### src/rtl/ysyx_24080014_csr_pkg.sv
`default_nettype none
// ============================================================================
// Module      : ysyx_24080014_csr_pkg
// Description : Op encodings, machine CSR addresses and sequencer states
//               shared by the CSR/trap sequencer.
// Revision    : 1.0
// ============================================================================
package ysyx_24080014_csr_pkg;

    typedef enum logic [2:0] {
        OP_NONE  = 3'd0,
        OP_CSRRW = 3'd1,
        OP_CSRRS = 3'd2,
        OP_CSRRC = 3'd3,
        OP_ECALL = 3'd4,
        OP_MRET  = 3'd5
    } csr_op_e;

    typedef enum logic [2:0] {
        ST_IDLE   = 3'd0,
        ST_READ   = 3'd1,
        ST_WRITE  = 3'd2,
        ST_WRITE2 = 3'd3,
        ST_RESP   = 3'd4
    } seq_state_e;

    localparam logic [11:0] c_mstatus = 12'h300;
    localparam logic [11:0] c_mtvec   = 12'h305;
    localparam logic [11:0] c_mepc    = 12'h341;
    localparam logic [11:0] c_mcause  = 12'h342;

    function automatic logic csr_addr_legal(input logic [11:0] addr);
        return (addr == c_mstatus) || (addr == c_mtvec) ||
               (addr == c_mepc)    || (addr == c_mcause);
    endfunction

    function automatic logic is_csrrx(input csr_op_e op);
        return (op == OP_CSRRW) || (op == OP_CSRRS) || (op == OP_CSRRC);
    endfunction

endpackage
`default_nettype wire

### src/rtl/ysyx_24080014_csr_seq.sv
`default_nettype none
// ============================================================================
// Module      : ysyx_24080014_csr_seq
// Description : Sequences CSRRx/ECALL/MRET ops over the regfile CSR port and
//               returns the old CSR value and any PC redirect.
// Revision    : 1.0
// ============================================================================
import ysyx_24080014_csr_pkg::*;

module ysyx_24080014_csr_seq #(
    parameter int              XLEN         = 32,
    parameter bit              USE_A7_CAUSE = 1'b1,
    parameter logic [XLEN-1:0] ECALL_CAUSE  = XLEN'(11)
) (
    input  logic            clk,
    input  logic            rst_n,
    input  logic            in_valid,
    output logic            in_ready,
    input  logic [2:0]      in_op,
    input  logic [11:0]     in_csr,
    input  logic [XLEN-1:0] in_src,
    input  logic [XLEN-1:0] in_pc,
    input  logic [XLEN-1:0] in_a7,
    output logic [11:0]     csr_raddr,
    input  logic [XLEN-1:0] csr_rdata,
    output logic            csr_wen,
    output logic [11:0]     csr_waddr,
    output logic [XLEN-1:0] csr_wdata,
    output logic            out_valid,
    input  logic            out_ready,
    output logic [XLEN-1:0] out_rd_data,
    output logic            out_rd_wen,
    output logic            out_redir,
    output logic [XLEN-1:0] out_redir_pc,
    output logic            out_illegal
);

    seq_state_e      r_state;
    csr_op_e         r_op;
    logic [11:0]     r_csr;
    logic [XLEN-1:0] r_src, r_pc, r_a7, r_old;
    logic            r_in_ready;
    logic [11:0]     r_csr_raddr;
    logic            r_csr_wen;
    logic [11:0]     r_csr_waddr;
    logic [XLEN-1:0] r_csr_wdata;
    logic            r_out_valid, r_out_rd_wen, r_out_redir, r_out_illegal;
    logic [XLEN-1:0] r_out_rd_data, r_out_redir_pc;

    csr_op_e         w_op_in;
    logic            w_accept;
    logic [XLEN-1:0] w_rmw_data;
    logic [XLEN-1:0] w_cause;

    assign w_op_in  = csr_op_e'(in_op);
    assign w_accept = in_valid && r_in_ready;
    assign w_cause  = USE_A7_CAUSE ? r_a7 : ECALL_CAUSE;

    // New CSR value, computed against the live read data during READ
    always_comb begin
        w_rmw_data = r_src;
        case (r_op)
            OP_CSRRS: w_rmw_data = csr_rdata | r_src;
            OP_CSRRC: w_rmw_data = csr_rdata & ~r_src;
            default:  w_rmw_data = r_src;
        endcase
    end

    always_ff @(posedge clk) begin
        if (!rst_n) begin
            r_state        <= ST_IDLE;
            r_op           <= OP_NONE;
            r_csr          <= '0;
            r_src          <= '0;
            r_pc           <= '0;
            r_a7           <= '0;
            r_old          <= '0;
            r_in_ready     <= 1'b1;
            r_csr_raddr    <= '0;
            r_csr_wen      <= 1'b0;
            r_csr_waddr    <= '0;
            r_csr_wdata    <= '0;
            r_out_valid    <= 1'b0;
            r_out_rd_data  <= '0;
            r_out_rd_wen   <= 1'b0;
            r_out_redir    <= 1'b0;
            r_out_redir_pc <= '0;
            r_out_illegal  <= 1'b0;
        end else begin
            case (r_state)
                ST_IDLE: begin
                    if (w_accept) begin
                        r_op  <= w_op_in;
                        r_csr <= in_csr;
                        r_src <= in_src;
                        r_pc  <= in_pc;
                        r_a7  <= in_a7;
                        // NONE and unencoded ops are consumed without a response
                        if (is_csrrx(w_op_in) || w_op_in == OP_ECALL || w_op_in == OP_MRET) begin
                            r_state    <= ST_READ;
                            r_in_ready <= 1'b0;
                            if (is_csrrx(w_op_in))
                                r_csr_raddr <= in_csr;
                            else if (w_op_in == OP_ECALL)
                                r_csr_raddr <= c_mtvec;
                            else
                                r_csr_raddr <= c_mepc;
                        end
                    end
                end
                ST_READ: begin
                    r_old       <= csr_rdata;
                    r_csr_raddr <= '0;
                    if (is_csrrx(r_op)) begin
                        if (!csr_addr_legal(r_csr)) begin
                            r_state       <= ST_RESP;
                            r_out_valid   <= 1'b1;
                            r_out_illegal <= 1'b1;
                        end else begin
                            r_state     <= ST_WRITE;
                            r_csr_wen   <= (r_op == OP_CSRRW) || (r_src != '0);
                            r_csr_waddr <= r_csr;
                            r_csr_wdata <= w_rmw_data;
                        end
                    end else if (r_op == OP_ECALL) begin
                        r_state     <= ST_WRITE;
                        r_csr_wen   <= 1'b1;
                        r_csr_waddr <= c_mepc;
                        r_csr_wdata <= r_pc;
                    end else begin
                        r_state        <= ST_RESP;
                        r_out_valid    <= 1'b1;
                        r_out_redir    <= 1'b1;
                        r_out_redir_pc <= csr_rdata;
                    end
                end
                ST_WRITE: begin
                    if (r_op == OP_ECALL) begin
                        r_state     <= ST_WRITE2;
                        r_csr_wen   <= 1'b1;
                        r_csr_waddr <= c_mcause;
                        r_csr_wdata <= w_cause;
                    end else begin
                        r_state       <= ST_RESP;
                        r_csr_wen     <= 1'b0;
                        r_csr_waddr   <= '0;
                        r_csr_wdata   <= '0;
                        r_out_valid   <= 1'b1;
                        r_out_rd_data <= r_old;
                        r_out_rd_wen  <= 1'b1;
                    end
                end
                ST_WRITE2: begin
                    r_state        <= ST_RESP;
                    r_csr_wen      <= 1'b0;
                    r_csr_waddr    <= '0;
                    r_csr_wdata    <= '0;
                    r_out_valid    <= 1'b1;
                    r_out_redir    <= 1'b1;
                    r_out_redir_pc <= r_old;
                end
                ST_RESP: begin
                    if (out_ready) begin
                        r_state        <= ST_IDLE;
                        r_in_ready     <= 1'b1;
                        r_out_valid    <= 1'b0;
                        r_out_rd_data  <= '0;
                        r_out_rd_wen   <= 1'b0;
                        r_out_redir    <= 1'b0;
                        r_out_redir_pc <= '0;
                        r_out_illegal  <= 1'b0;
                    end
                end
                default: begin
                    r_state    <= ST_IDLE;
                    r_in_ready <= 1'b1;
                end
            endcase
        end
    end

    assign in_ready     = r_in_ready;
    assign csr_raddr    = r_csr_raddr;
    assign csr_wen      = r_csr_wen;
    assign csr_waddr    = r_csr_waddr;
    assign csr_wdata    = r_csr_wdata;
    assign out_valid    = r_out_valid;
    assign out_rd_data  = r_out_rd_data;
    assign out_rd_wen   = r_out_rd_wen;
    assign out_redir    = r_out_redir;
    assign out_redir_pc = r_out_redir_pc;
    assign out_illegal  = r_out_illegal;

endmodule
`default_nettype wire
### config.mk
export PLATFORM = sky130hd
export DESIGN_NAME = ysyx_24080014_csr_seq
export DESIGN_NICKNAME = d
export VERILOG_FILES = /design/src/rtl/ysyx_24080014_csr_pkg.sv /design/src/rtl/ysyx_24080014_csr_seq.sv
export SDC_FILE = /design/constraint.sdc
export NUM_CORES = 1
export LEC_CHECK = 0
export ABC_AREA = 1
export CORE_ASPECT_RATIO = 0.75
export CORE_MARGIN = 2
export CORE_UTILIZATION = 68
export CTS_CLUSTER_SIZE = 14
export DETAILED_ROUTE_END_ITERATION = 6
export DONT_BUFFER_PORTS = 1
export PLACE_DENSITY = 0.9
export SYNTH_ARGS = -nofsm -noshare
export SYNTH_HDL_FRONTEND = slang
export SYNTH_SLANG_ARGS = --single-unit
### constraint.sdc
create_clock -name clk -period 4.5 [get_ports clk]
set_input_delay 0.675 -clock clk [delete_from_list [all_inputs] [get_ports clk]]
set_output_delay 0.675 -clock clk [all_outputs]
set_load 0.03 [all_outputs]
==> impl_metrics.env <==
export IMPL_hold_class="primary input to flop"
export IMPL_rrSetupSlack_ps=760
export IMPL_holdCritStartpoint="rst_n"
export IMPL_cp_max_fo=34
export IMPL_r2r_end="out_redir_pc[9]"
export IMPL_tightestPinTransition_ps=1249
export IMPL_wl_met1_mm=12.38
export IMPL_crit_path_frequent_cell="nor2_1"
export IMPL_slew_headroom_pct=16.53
export IMPL_required_ps=4910
export IMPL_outcome="finished, final reports clean"
export IMPL_ant_nets=0
export IMPL_power_density_nw_per_um2=609.5
export IMPL_die_h_um=117.1
export IMPL_wl_per_cell_um=17.35
export IMPL_finalNetCount=1734
export IMPL_syn_to_final_growth_pct=6.377
export IMPL_multi_input_area_um2=4920
export IMPL_grt_usage_pct=33.19
export IMPL_vias=10795
export IMPL_die_w_um=154.8
export IMPL_start_kind="flop"
export IMPL_cts_made_buffers=26
export IMPL_num_rows=41
export IMPL_critPathTopFamily="simple AND/OR/NAND/NOR gates"
export IMPL_rr_worst_depth=8
export IMPL_overflow=0
export IMPL_regArea_um2=5445
export IMPL_layout_drive_gt1_share_pct=4.418
export IMPL_postCtsSetupRepairBufs=0
export IMPL_setup_viol=0
export IMPL_fillCellCount=1390
export IMPL_hold_viol=0
export IMPL_cp_buffers_inverters=2
export IMPL_tns_ps=0
export IMPL_synth_seq_cells=272
export IMPL_start_util_pct=69.12
export IMPL_grt_first_pass_wirelength_mm=48.45
export IMPL_reg2reg_from="r_state[0]"
export IMPL_maxCapViolCount=0
export IMPL_path_class="flop to flop"
export IMPL_leakagePower_nw=5.103
export IMPL_grt_pass1_vias=9599
export IMPL_coreArea_um2=16770
export IMPL_period_needed_ps=3736
export IMPL_dieArea_um2=18120
export IMPL_fin_skew_ps=10.98
export IMPL_numClockSinks=272
export IMPL_vdd_drop_max_uv=416.9
export IMPL_syn_area_per_cell_um2=6.964
export IMPL_post_dp_hpwl_mm=21.05
export IMPL_hold_worst_slack_ps=292.6
export IMPL_wl_met3_mm=3.439
export IMPL_routed_wl_mm=31.70
export IMPL_dr_wl_met2_mm=14.61
export IMPL_hold_depth=2
export IMPL_clkTransAtPathRegs_ps=60
export IMPL_firstDrtPassIters=7
export IMPL_io_pins=273
export IMPL_vias_per_cell=5.909
export IMPL_fin_cells=1827
export IMPL_rsz0062_at_grt="false"
export IMPL_synth_seq_area_share_pct=46.96
export IMPL_htreeDepth=1
export IMPL_routed_top_layer="met5"
export IMPL_fmax_ghz=0.2676
export IMPL_final_util_pct=73.53
export IMPL_ys_warn_count=0
export IMPL_maxSlewViolCount=0
export IMPL_place_gp_congestion=0.9422
export IMPL_crit_chain="nand2_2, nand2_1, nor2_1, nor3_4, buf_4, inv_2, nor2_1, nor2_1"
export IMPL_synth_cell_type_count=27
export IMPL_end_kind="flop"
export IMPL_syn_nets=1812
export IMPL_drc=0
export IMPL_first_iter_violations=897
export IMPL_holdBufCountCts=0
export IMPL_slowest_delay_ps=890
export IMPL_grt_max_degree=218
export IMPL_cts_resized=0
export IMPL_antenna_found_initial=6
export IMPL_clock_latency_ps=520
export IMPL_clockBufferDepth=3
export IMPL_slowest_stage="dfxtp_1"
export IMPL_cts_tree="done"
export IMPL_syn_area_um2=11590
export IMPL_dp_cells=1774
export IMPL_crit_arrival_ps=4140
export IMPL_numPortBuffers=0
export IMPL_cts_root_buffer="clkbuf_16"
export IMPL_min_to="csr_wdata[17]"
export IMPL_post_route_period_util_pct=83.03
export IMPL_postSynthCellCount=1665
-- logic make-up (layout without fill, tap and decap cells) --
logic type,after synthesis,after routing,synth area share (%)
AO/OA/AOI/OAI,511,511,22.27
flip-flops,272,272,46.96
buffers and inverters,320,262,10.80
AND/OR/NAND/NOR,562,562,19.96
other,0,5,0
-- sequential cells by signal (all words and copies together), names as in the netlist, 32 cells and up --
| name | cells |
|---|---|
| csr_wdata | 32 |
| out_rd_data | 32 |
| out_redir_pc | 32 |
| r_a7 | 32 |
| r_old | 32 |
| r_pc | 32 |
| r_src | 32 |
-- area by class of cell --
cell class,count,area share [%]
clock buffer,39,6.249
tap,215,2.181
multi-input combinational,1073,39.89
timing repair buffer,10,0.6086
antenna,5,0.1014
clock inverter,9,0.6188
sequential,272,44.15
inverter,204,6.208
-- layout by cell type, fill, tap and decap left out, drive strengths merged --
master	synthesis	final
buf	33	10
nor3	4	4
diode	0	5
bufinv	0	1
or2	3	3
dfxtp	272	272
nand4	2	2
o211ai	1	1
o21ai	254	254
nor2	187	187
nor3b	1	1
a21oi	241	241
clkinvlp	0	1
o22ai	14	14
nand2	245	245
inv	204	204
nand3	120	120
clkbuf	83	39
clkinv	0	7
a31oi	1	1
-- stage by stage --
stage	instance area, µm²	setup WS [ps]	power (mW)
5_1_grt	12330	640.7	7.934
3_3_place_gp	11470	1142	5.276
4_1_cts	12320	938.3	7.498
3_5_place_dp	11470	933.9	5.351
6_report	12330	763.5	7.518
2_1_floorplan	11590	2655	4.966
-- Yosys cell counts --
library cell / n / area share (%)
inv_2: 7 / 0.23
buf_1: 5 / 0.16
a21oi_1: 241 / 10
nor3_4: 1 / 0.14
o21ai_0: 223 / 9.6
o21ai_2: 1 / 0.076
buf_6: 1 / 0.097
nand2_1: 243 / 7.9
nor3_1: 3 / 0.13
inv_1: 197 / 6.4
dfxtp_1: 272 / 47
a31oi_1: 1 / 0.054
nor2_1: 184 / 6.0
or2_2: 3 / 0.16
nand3_1: 119 / 5.1
nor2_4: 1 / 0.097
o211ai_1: 1 / 0.065
o21ai_1: 30 / 1.3
nor2_2: 2 / 0.11
o22ai_1: 14 / 0.76
buf_2: 23 / 0.99
nand2_2: 2 / 0.11
nand3_2: 1 / 0.086
nor3b_1: 1 / 0.065
buf_4: 4 / 0.26
clkbuf_1: 83 / 2.7
nand4_1: 2 / 0.11
-- how the worst max path moves through the flow --
| stage | from | to | cells past startpoint |
|---|---|---|---|
| global route | r_state[0] | out_redir_pc[10] | 8 |
| finish | r_state[0] | out_redir_pc[9] | 8 |
| detailed placement | r_state[0] | out_redir_pc[9] | 8 |
| global placement | r_state[0] | out_redir_pc[7] | 8 |
| floorplan | in_op[0] | csr_raddr[1] | 7 |
| CTS | r_state[0] | out_redir_pc[9] | 8 |
-- where the power goes --
| part | total (mW) | switching (mW) | internal (mW) |
|---|---|---|---|
| Combinational | 1.77 | 1.22 | 0.555 |
| Clock | 2.16 | 0.918 | 1.24 |
| Sequential | 3.58 | 0.692 | 2.89 |
| Total | 7.52 | 2.83 | 4.69 |
-- worst reg2reg max path, stage by stage (launching register included) --
cell and delay (ps):
dfxtp_1 890, nand2_2 430, nand2_1 890, nor2_1 190, nor3_4 200, buf_4 380
inv_2 370, nor2_1 210, nor2_1 60
-- routing by layer --
layer  GRT usage, %  up-vias
met1          41.00     4892
met5              0        -
met2          56.10      554
li1               -     5250
met4          13.40        2
met3          8.910       97
Note: power is estimated with default switching activity, not from simulation.
